$ cat config.mk
export PLATFORM = sky130hd
export DESIGN_NAME = screen_mux_sync_flat
export DESIGN_NICKNAME = d
export VERILOG_FILES = /design/src/rtl/screen_mux_sync_if.sv /design/src/rtl/screen_mux_sync.sv /design/src/flat_wrapper.sv
export SDC_FILE = /design/constraint.sdc
export NUM_CORES = 1
export LEC_CHECK = 0
export ABC_AREA = 1
export BUFFER_PORTS_ARGS = -buffer_cell sky130_fd_sc_hd__buf_2
export CAP_MARGIN = 20
export CELL_PAD_IN_SITES_DETAIL_PLACEMENT = 1
export CELL_PAD_IN_SITES_GLOBAL_PLACEMENT = 1
export CORE_UTILIZATION = 34
export DETAILED_ROUTE_END_ITERATION = 6
export GPL_ROUTABILITY_DRIVEN = 0
export PLACE_DENSITY_LB_ADDON = 0.08
export REMOVE_ABC_BUFFERS = 1
export SKIP_CTS_REPAIR_TIMING = 1
export SLEW_MARGIN = 25
export SYNTH_ARGS = -nofsm -noshare
export SYNTH_HDL_FRONTEND = slang
export SYNTH_SLANG_ARGS = --single-unit
$ cat constraint.sdc
create_clock -name pclk -period 8.2 [get_ports pclk]
set_clock_uncertainty 0.05 [all_clocks]
set_input_delay 0.82 -clock pclk [delete_from_list [all_inputs] [get_ports pclk]]
set_output_delay 0.82 -clock pclk [all_outputs]
set_load 0.01 [all_outputs]
$ cat src/rtl/screen_mux_sync_if.sv
// ============================================================================
// Module   : screen_mux_sync_if
// Brief    : Bundle of the per-screen VGA streams, mouse/request controls and
//            the selected output stream for screen_mux_sync.
// Revision : 1.0
// ============================================================================
`default_nettype none

interface screen_mux_sync_if #(
   parameter int NUM_SCREENS = 4
);
   localparam int SEL_W = (NUM_SCREENS > 1) ? $clog2(NUM_SCREENS) : 1;

   logic                      mouse_left;
   logic [11:0]               xpos;
   logic [11:0]               ypos;
   logic                      req_valid;
   logic [SEL_W-1:0]          req_idx;
   logic [12*NUM_SCREENS-1:0] hcount_in;
   logic [12*NUM_SCREENS-1:0] vcount_in;
   logic [12*NUM_SCREENS-1:0] rgb_in;
   logic [NUM_SCREENS-1:0]    hsync_in;
   logic [NUM_SCREENS-1:0]    hblnk_in;
   logic [NUM_SCREENS-1:0]    vsync_in;
   logic [NUM_SCREENS-1:0]    vblnk_in;
   logic [11:0]               hcount_out;
   logic [11:0]               vcount_out;
   logic [11:0]               rgb_out;
   logic                      hsync_out;
   logic                      hblnk_out;
   logic                      vsync_out;
   logic                      vblnk_out;
   logic [SEL_W-1:0]          screen_sel;
   logic                      switching;

   modport master (
      output mouse_left, xpos, ypos, req_valid, req_idx,
      output hcount_in, vcount_in, rgb_in, hsync_in, hblnk_in, vsync_in, vblnk_in,
      input  hcount_out, vcount_out, rgb_out, hsync_out, hblnk_out, vsync_out, vblnk_out,
      input  screen_sel, switching
   );

   modport slave (
      input  mouse_left, xpos, ypos, req_valid, req_idx,
      input  hcount_in, vcount_in, rgb_in, hsync_in, hblnk_in, vsync_in, vblnk_in,
      output hcount_out, vcount_out, rgb_out, hsync_out, hblnk_out, vsync_out, vblnk_out,
      output screen_sel, switching
   );
endinterface

`default_nettype wire

$ cat src/rtl/screen_mux_sync.sv
// ============================================================================
// Module   : screen_mux_sync
// Brief    : N-way VGA stream selector that switches only on a frame edge,
//            optionally followed by black frames.
// Revision : 1.0
// ============================================================================
`default_nettype none

module screen_mux_sync #(
   parameter int NUM_SCREENS  = 4,
   parameter int INIT_SCREEN  = 0,
   parameter int BTN_X        = 485,
   parameter int BTN_Y        = 358,
   parameter int BTN_W        = 54,
   parameter int BTN_H        = 53,
   parameter int WRAP         = 1,
   parameter int BLANK_FRAMES = 1,
   parameter int PIPE_STAGES  = 2
) (
   input  logic               pclk,
   input  logic               rst,
   screen_mux_sync_if.slave   bus
);
   localparam int SEL_W = (NUM_SCREENS > 1) ? $clog2(NUM_SCREENS) : 1;
   localparam int W     = 40;
   localparam logic [SEL_W-1:0] c_LAST_SEL    = SEL_W'(NUM_SCREENS - 1);
   localparam logic [SEL_W-1:0] c_INIT_SEL    = SEL_W'(INIT_SCREEN);
   localparam logic [3:0]       c_BLANK_LAST  = 4'((BLANK_FRAMES > 0) ? BLANK_FRAMES - 1 : 0);

   typedef enum logic [1:0] {
      S_IDLE    = 2'd0,
      S_PENDING = 2'd1,
      S_BLANK   = 2'd2
   } state_t;

   state_t           state_q, state_d;
   logic [SEL_W-1:0] sel_q, sel_d;
   logic [SEL_W-1:0] tgt_q, tgt_d;
   logic [3:0]       blank_cnt_q, blank_cnt_d;
   logic             btn_prev_q, btn_prev_d;
   logic             vblnk_prev_q, vblnk_prev_d;
   logic [W-1:0]     pipe_q [PIPE_STAGES];
   logic [W-1:0]     stage1_d;

   logic [11:0] w_hc  [NUM_SCREENS];
   logic [11:0] w_vc  [NUM_SCREENS];
   logic [11:0] w_rgb [NUM_SCREENS];

   for (genvar i = 0; i < NUM_SCREENS; i++) begin : g_unpack
      assign w_hc[i]  = bus.hcount_in[12*i +: 12];
      assign w_vc[i]  = bus.vcount_in[12*i +: 12];
      assign w_rgb[i] = bus.rgb_in[12*i +: 12];
   end

   logic w_in_btn, w_click, w_vblnk_cur, w_frame_edge, w_req_ok;

   assign w_in_btn = ({1'b0, bus.xpos} >= 13'(BTN_X)) && ({1'b0, bus.xpos} < 13'(BTN_X + BTN_W)) &&
                     ({1'b0, bus.ypos} >= 13'(BTN_Y)) && ({1'b0, bus.ypos} < 13'(BTN_Y + BTN_H));
   assign w_click      = bus.mouse_left & ~btn_prev_q & w_in_btn;
   assign w_vblnk_cur  = bus.vblnk_in[sel_q];
   assign w_frame_edge = w_vblnk_cur & ~vblnk_prev_q;
   assign w_req_ok     = bus.req_valid && (32'(bus.req_idx) < NUM_SCREENS) && (bus.req_idx != sel_q);

   assign stage1_d = {w_hc[sel_q], w_vc[sel_q], (state_q == S_BLANK) ? 12'h000 : w_rgb[sel_q],
                      bus.hsync_in[sel_q], bus.hblnk_in[sel_q], bus.vsync_in[sel_q], w_vblnk_cur};

   always_comb begin
      state_d      = state_q;
      sel_d        = sel_q;
      tgt_d        = tgt_q;
      blank_cnt_d  = blank_cnt_q;
      btn_prev_d   = bus.mouse_left;
      vblnk_prev_d = w_vblnk_cur;
      case (state_q)
         S_IDLE: begin
            if (w_req_ok) begin
               tgt_d   = bus.req_idx;
               state_d = S_PENDING;
            end else if (w_click) begin
               if (sel_q != c_LAST_SEL) begin
                  tgt_d   = sel_q + SEL_W'(1);
                  state_d = S_PENDING;
               end else if (WRAP != 0) begin
                  tgt_d   = '0;
                  state_d = S_PENDING;
               end
            end
         end
         S_PENDING: begin
            if (w_frame_edge) begin
               sel_d        = tgt_q;
               // The new source may already be in vblank; don't count that as an edge.
               vblnk_prev_d = 1'b1;
               blank_cnt_d  = '0;
               state_d      = (BLANK_FRAMES > 0) ? S_BLANK : S_IDLE;
            end
         end
         S_BLANK: begin
            if (w_frame_edge) begin
               blank_cnt_d = blank_cnt_q + 4'd1;
               if (blank_cnt_q == c_BLANK_LAST) begin
                  state_d = S_IDLE;
               end
            end
         end
         default: state_d = S_IDLE;
      endcase
   end

   always_ff @(posedge pclk or posedge rst) begin
      if (rst) begin
         state_q      <= S_IDLE;
         sel_q        <= c_INIT_SEL;
         tgt_q        <= c_INIT_SEL;
         blank_cnt_q  <= '0;
         btn_prev_q   <= 1'b0;
         vblnk_prev_q <= 1'b1;
      end else begin
         state_q      <= state_d;
         sel_q        <= sel_d;
         tgt_q        <= tgt_d;
         blank_cnt_q  <= blank_cnt_d;
         btn_prev_q   <= btn_prev_d;
         vblnk_prev_q <= vblnk_prev_d;
      end
   end

   always_ff @(posedge pclk or posedge rst) begin
      if (rst) begin
         for (int s = 0; s < PIPE_STAGES; s++) pipe_q[s] <= '0;
      end else begin
         pipe_q[0] <= stage1_d;
         for (int s = 1; s < PIPE_STAGES; s++) pipe_q[s] <= pipe_q[s-1];
      end
   end

   assign {bus.hcount_out, bus.vcount_out, bus.rgb_out,
           bus.hsync_out, bus.hblnk_out, bus.vsync_out, bus.vblnk_out} = pipe_q[PIPE_STAGES-1];
   assign bus.screen_sel = sel_q;
   assign bus.switching  = (state_q != S_IDLE);

endmodule

`default_nettype wire

$ cat src/flat_wrapper.sv
// flat-port wrapper written by rule: the top's interface ports become plain ports
module screen_mux_sync_flat 
#(
   parameter int NUM_SCREENS  = 4,
   parameter int INIT_SCREEN  = 0,
   parameter int BTN_X        = 485,
   parameter int BTN_Y        = 358,
   parameter int BTN_W        = 54,
   parameter int BTN_H        = 53,
   parameter int WRAP         = 1,
   parameter int BLANK_FRAMES = 1,
   parameter int PIPE_STAGES  = 2
)
  (pclk, rst, bus_mouse_left, bus_xpos, bus_ypos, bus_req_valid, bus_req_idx, bus_hcount_in, bus_vcount_in, bus_rgb_in, bus_hsync_in, bus_hblnk_in, bus_vsync_in, bus_vblnk_in, bus_hcount_out, bus_vcount_out, bus_rgb_out, bus_hsync_out, bus_hblnk_out, bus_vsync_out, bus_vblnk_out, bus_screen_sel, bus_switching);
  screen_mux_sync_if #(.NUM_SCREENS(NUM_SCREENS)) bus_i ();
  input  logic pclk;
  input  logic rst;
  input wire logic [$bits(bus_i.mouse_left)-1:0] bus_mouse_left;
  input wire logic [$bits(bus_i.xpos)-1:0] bus_xpos;
  input wire logic [$bits(bus_i.ypos)-1:0] bus_ypos;
  input wire logic [$bits(bus_i.req_valid)-1:0] bus_req_valid;
  input wire logic [$bits(bus_i.req_idx)-1:0] bus_req_idx;
  input wire logic [$bits(bus_i.hcount_in)-1:0] bus_hcount_in;
  input wire logic [$bits(bus_i.vcount_in)-1:0] bus_vcount_in;
  input wire logic [$bits(bus_i.rgb_in)-1:0] bus_rgb_in;
  input wire logic [$bits(bus_i.hsync_in)-1:0] bus_hsync_in;
  input wire logic [$bits(bus_i.hblnk_in)-1:0] bus_hblnk_in;
  input wire logic [$bits(bus_i.vsync_in)-1:0] bus_vsync_in;
  input wire logic [$bits(bus_i.vblnk_in)-1:0] bus_vblnk_in;
  output wire logic [$bits(bus_i.hcount_out)-1:0] bus_hcount_out;
  output wire logic [$bits(bus_i.vcount_out)-1:0] bus_vcount_out;
  output wire logic [$bits(bus_i.rgb_out)-1:0] bus_rgb_out;
  output wire logic [$bits(bus_i.hsync_out)-1:0] bus_hsync_out;
  output wire logic [$bits(bus_i.hblnk_out)-1:0] bus_hblnk_out;
  output wire logic [$bits(bus_i.vsync_out)-1:0] bus_vsync_out;
  output wire logic [$bits(bus_i.vblnk_out)-1:0] bus_vblnk_out;
  output wire logic [$bits(bus_i.screen_sel)-1:0] bus_screen_sel;
  output wire logic [$bits(bus_i.switching)-1:0] bus_switching;
  assign bus_i.mouse_left = bus_mouse_left;
  assign bus_i.xpos = bus_xpos;
  assign bus_i.ypos = bus_ypos;
  assign bus_i.req_valid = bus_req_valid;
  assign bus_i.req_idx = bus_req_idx;
  assign bus_i.hcount_in = bus_hcount_in;
  assign bus_i.vcount_in = bus_vcount_in;
  assign bus_i.rgb_in = bus_rgb_in;
  assign bus_i.hsync_in = bus_hsync_in;
  assign bus_i.hblnk_in = bus_hblnk_in;
  assign bus_i.vsync_in = bus_vsync_in;
  assign bus_i.vblnk_in = bus_vblnk_in;
  assign bus_hcount_out = bus_i.hcount_out;
  assign bus_vcount_out = bus_i.vcount_out;
  assign bus_rgb_out = bus_i.rgb_out;
  assign bus_hsync_out = bus_i.hsync_out;
  assign bus_hblnk_out = bus_i.hblnk_out;
  assign bus_vsync_out = bus_i.vsync_out;
  assign bus_vblnk_out = bus_i.vblnk_out;
  assign bus_screen_sel = bus_i.screen_sel;
  assign bus_switching = bus_i.switching;
  screen_mux_sync #(.NUM_SCREENS(NUM_SCREENS), .INIT_SCREEN(INIT_SCREEN), .BTN_X(BTN_X), .BTN_Y(BTN_Y), .BTN_W(BTN_W), .BTN_H(BTN_H), .WRAP(WRAP), .BLANK_FRAMES(BLANK_FRAMES), .PIPE_STAGES(PIPE_STAGES)) u_core (.pclk(pclk), .rst(rst), .bus(bus_i));
endmodule
==> flow_summary.ini, run 1 <==
[outcome]
status = finished, final reports clean

[timing]
slew_violations = 0
slew_headroom_pct = 43.0
finalSetupViolCount = 0
rsz0062_at_grt = no
fin_crit_sh_pct = 30.3
worst_slew_pin_slew_ns = 0.854
period_minus_slack_ns = 2.48
tns_ns = 0
hold_viol_final = 0
max_freq_mhz = 403

[cts]
h-tree-depth = 3
clock_path_buffers = 2
cts_buffers = 9
clkLatencyLatePin_ns = 0.33
cts_tree = done
path_clk_slew_ns = 0.06
cts_root_buf = clkbuf_16
cts.sinks = 92

[power_and_ir_drop]
peakVddDrop_mv = 0.135
p_leak_nw = 2.90
clockPowerShare_pct = 22.0
switching_share_pct = 38.1
power.density_nw_per_um2 = 344
power.switching_mw = 0.741
p_int_mw = 1.20
combPwrFrac_pct = 40.0
pwr-share-seq_pct = 38.0

[yosys]
synth_cell_types = 23
synth_area_um2 = 4320
avgSynthCellArea_um2 = 8.56
ys_seq_elements = 92
netlist_instances = 505
ys_seq_area_share_pct = 53.3
yosys_warnings = 0

[setup_path]
cp-end-kind = output pin
critPathKind = reg2out
slowest_delay_ns = 0.62
cp-start-kind = flop
crit_path_top_delay_cell = buf_4
rr_startpoint = u_core.bus.screen_sel[1]$_DFFE_PP0P_
crit_arrival_ns = 1.61
startpoint = u_core.bus.screen_sel[0]$_DFFE_PP0P_
crit_required_ns = 7.33
critPathBufInv = 2
cp_top_family = buffers and inverters
cp_cell_sequence = buf_4, buf_2
crit_fanout = 84

[routing]
firstDrtPassIters = 5
wirelength_mm = 12.9
drtIter0Drc = 121
routed-via-count = 4070
drc = 0
via_per_inst = 4.72
detail-route-antenna-nets = 0
wire_per_inst_um = 15.0

[layout]
fin_nets = 886
drive_gt1_share_pct = 38.3
final_cell_mix = 232 x buf_2, 120 x nor2_1, 90 x dfrtp_1
final_common_cell = buf_2
stdcell_area_um2 = 5660
n_antenna_cell = 0
syn_to_final_growth_pct = 31.0

[global_route]
antenna_found_initial = 0
met2_usage_pct = 38.3
grt_pass1_wl_mm = 20.6
grt_usage_pct = 20.4
grt_max_degree = 85
use_met3_pct = 3.85
grt.overflow.total = 0
grt_pass1_vias = 4251
globalRoute.busiestLayer = met2
grtUsageMet1_pct = 23.5

[hold_path]
hp-class = reg2reg
min-delay-start = u_core.pipe_q[67]$_DFF_PP0_

[floorplan]
dieHeight_um = 115
ios = 233
rows = 40
core_um2 = 12200
initial_core_util_pct = 35.4
fp.dieW_um = 115
dieArea_um2 = 13200

[placed_design]
dpl_cell_area_um2 = 5340
io_buffers = 232
hpwl_mm = 9.54

[job]
maxCapViolCount = 0
kinds of logic (layout without fill, tap and decap cells):
kind of cell             count (synthesis)  after routing  share of synthesized area, %
adder cells (fa/ha/maj)                  7              7                          2.03
AO/OA/AOI/OAI                          133            133                          16.4
AND/OR/NAND/NOR                        186            186                          16.9
XOR/XNOR                                 2              2                         0.405
flip-flops                              92             92                          53.3
buffers and inverters                   85            274                          11.0
final cells by class:
cell class	instances	area, µm²
Tap cell	168	210
Clock buffer	11	253
Sequential cell	92	2300
Multi-Input combinational cell	328	1540
Inverter	22	86.3
Timing Repair Buffer	236	1190
Clock inverter	5	67.6
Fill cell	1555	6550
per-layer routing:
layer | share of wire, % | up-vias
met2 | 53 | 116
met3 | 5.2 | 16
met1 | 40 | 1953
met4 | 1.5 | 0
li1 | - | 1985
met5 | 0 | -
Yosys cell counts (all sizes together):
cell type	count	area share [%]
a21oi	17	2.0
buf	44	7.4
clkbuf	19	1.7
clkinv	1	0.12
dfrtp	91	53
dfstp	1	0.61
ha	7	2.0
inv	21	1.8
nand2	53	4.8
nand3	10	1.2
nand4	1	0.14
nor2	121	11
nor3	1	0.12
o21ai	89	10
o22ai	27	3.9
xor2	2	0.41
per-stage QoR:
stage	utilization, %	hold WS (ns)	std cells	total power, mW	setup WS [ns]
finish	46.4	0.298	862	1.95	5.72
global route	46.4	0.299	862	2.11	5.57
CTS	46.3	0.299	862	1.98	5.67
detailed placement	43.7	0.286	846	1.54	6.00
global placement	43.7	0.281	846	1.50	6.06
floorplan	-	0.281	442	1.19	4.90
registers in the layout (all words and copies together) (netlist names):
name / flops
u_core.pipe_q: 40
u_core.bus.hcount_out: 12
u_core.bus.rgb_out: 12
u_core.bus.vcount_out: 12
u_core.blank_cnt_q: 4
u_core.bus.screen_sel: 2
u_core.state_q: 2
u_core.tgt_q: 2
u_core.btn_prev_q: 1
u_core.bus.hblnk_out: 1
u_core.bus.hsync_out: 1
u_core.bus.vblnk_out: 1
u_core.bus.vsync_out: 1
u_core.vblnk_prev_q: 1
final timing paths:
check	depth (start not counted)	slack, ns	end
hold reg to reg	0	0.30	u_core.bus.vcount_out[11]$_DFF_PP0_
setup / recovery	2	5.72	bus_screen_sel[0]
setup reg to reg	11	6.01	u_core.state_q[0]$_DFFE_PP0P_
hold / removal	0	0.30	u_core.bus.vcount_out[11]$_DFF_PP0_
min in group asynchronous	2	0.32	u_core.pipe_q[75]$_DFF_PP0_
max in group asynchronous	3	6.82	u_core.bus.screen_sel[0]$_DFFE_PP0P_
power by group through the flow:
stage	Clock, mW	Sequential [mW]	Combinational, mW
CTS	0.438	0.745	0.795
global placement	0	0.736	0.761
floorplan	0	0.836	0.354
detailed placement	0	0.752	0.790
global route	0.457	0.763	0.887
finish	0.428	0.740	0.778
Note: power is estimated with default switching activity, not from simulation.
==> inputs of run 2 (changes only) <==
Settings changed: CORE_UTILIZATION 34 to 31.
Clock period 8.2 ns to 2.3 ns, I/O delays scaled along.
==> flow_summary.ini, run 2 (synthesis results as in run 1) <==
[placed_design]
dpl_cell_area_um2 = 5400
hpwl_mm = 10.1
io_buffers = 232
place_ws_ns = 0.550

[power_and_ir_drop]
power.density_nw_per_um2 = 1210
clockPowerShare_pct = 21.0
p_leak_nw = 2.92
pwr-share-seq_pct = 38.1
peakVddDrop_mv = 0.490
power_mw = 6.91
p_int_mw = 4.29
power.switching_mw = 2.63
switching_share_pct = 38.0
combPwrFrac_pct = 40.9

[layout]
n_antenna_cell = 0
stdcell_area_um2 = 5720
final_cell_mix = 232 x buf_2, 120 x nor2_1, 90 x dfrtp_1
fin_util_pct = 42.7
largest_register_ffs = 40
largest-register = u_core.pipe_q
drive_gt1_share_pct = 38.7
syn_to_final_growth_pct = 32.5
final_common_cell = buf_2
fin_nets = 894

[floorplan]
ios = 233
initial_core_util_pct = 32.3
dieArea_um2 = 14400
core_um2 = 13400
dieHeight_um = 120
rows = 42
fp.dieW_um = 120

[setup_path]
rr_startpoint = u_core.bus.screen_sel[1]$_DFFE_PP0P_
cp_cell_sequence = buf_4, o21ai_2, o21ai_2, nand2_2, nand2_2, inv_2, nor2_4, nand2_1, nand2_1, nand2_1
crit_arrival_ns = 1.90
slowest_delay_ns = 0.44
crit_path_frequent_cell = nand2_1
crit_end = u_core.state_q[0]$_DFFE_PP0P_
critPathKind = reg2reg
crit_required_ns = 2.47
rrSetupSlack_ns = 0.57
r2r_end = u_core.state_q[0]$_DFFE_PP0P_
crit_path_top_delay_cell = buf_4
cp-start-kind = flop
cp-end-kind = flop
crit_fanout = 43
startpoint = u_core.bus.screen_sel[1]$_DFFE_PP0P_
rr_worst_depth = 10

[routing]
wirelength_mm = 13.2
detail-route-antenna-nets = 0
wire_per_inst_um = 15.0
drc = 0
firstDrtPassIters = 4
routed-via-count = 4049
drtIter0Drc = 122
via_per_inst = 4.62

[timing]
setup_ws_ns = 0.565
slew_violations = 0
finalSetupViolCount = 0
rsz0062_at_grt = no
fin_crit_sh_pct = 75.4
slew_headroom_pct = 64.7
worst_slew_pin_slew_ns = 0.530
hold_slack_ns = 0.111
period_minus_slack_ns = 1.73
max_freq_mhz = 577
hold_viol_final = 0

[global_route]
grt_pass1_vias = 4119
grt.overflow.total = 0
grt_usage_pct = 18.6
grt_pass1_wl_mm = 20.7
grt_max_degree = 52
antenna_found_initial = 0

[outcome]
status = finished, final reports clean

[cts]
cts_tree = done
clock_path_buffers = 2
path_clk_slew_ns = 0.06
cts_buffers = 9
cts.sinks = 92
cts_root_buf = clkbuf_16
h-tree-depth = 3
clkLatencyLatePin_ns = 0.33

[job]
maxCapViolCount = 0

[hold_path]
hp-class = in2reg
[run 2: stage by stage]
step / std cells / setup TNS (ns)
floorplan: 442 / -67.28
global placement: 860 / 0
detailed placement: 860 / 0
CTS: 875 / 0
global route: 877 / 0
finish: 877 / 0
[run 2: critical path, delay by kind of cell (launching register included)]
kind | cells | cell delay (ns)
DFF | 1 | 0.36
AOI/OAI and AO/OA | 2 | 0.29
and+or+nand+nor | 6 | 0.44
buffers and inverters | 2 | 0.48
[run 2: power groups by stage]
stage	combinational (mW)	clock (mW)	sequential [mW]
after global placement	2.79	0	2.63
after floorplan	1.26	0	2.98
after global routing	3.17	1.56	2.72
after detailed placement	2.86	0	2.68
after CTS	2.88	1.50	2.65
final	2.83	1.45	2.63
[run 2: how the worst min path moves through the flow]
stage / startpoint / end / slack [ns] / cells after the start
6_report: bus_vsync_in[0] / u_core.pipe_q[41]$_DFF_PP0_ / 0.11 / 3
3_3_place_gp: rst / u_core.bus.hcount_out[3]$_DFF_PP0_ / 0.28 / 2
5_1_grt: bus_vsync_in[0] / u_core.pipe_q[41]$_DFF_PP0_ / 0.11 / 3
4_1_cts: rst / u_core.bus.hcount_out[3]$_DFF_PP0_ / -0.09 / 2
2_1_floorplan: bus_mouse_left / u_core.btn_prev_q$_DFF_PP0_ / 0.21 / 0
3_5_place_dp: rst / u_core.bus.vcount_out[11]$_DFF_PP0_ / 0.28 / 2
[run 2: final cells by class]
cell class	instances	area, µm²
clock inverters	5	61.3
well taps	176	220
flip-flops and latches	92	2300
clock buffers	10	239
multi-input cells	328	1540
fillers	1685	7680
inverters	22	86.3
repair buffers	244	1270
[run 2: layer usage]
layer / up-vias / global-route usage (%) / share of wire [%]
met2: 126 / 32.9 / 50
met4: 0 / 4.22 / 0.82
met3: 6 / 4.23 / 5.2
met1: 1919 / 22.7 / 44
li1: 1998 / - / -
met5: - / 0 / 0
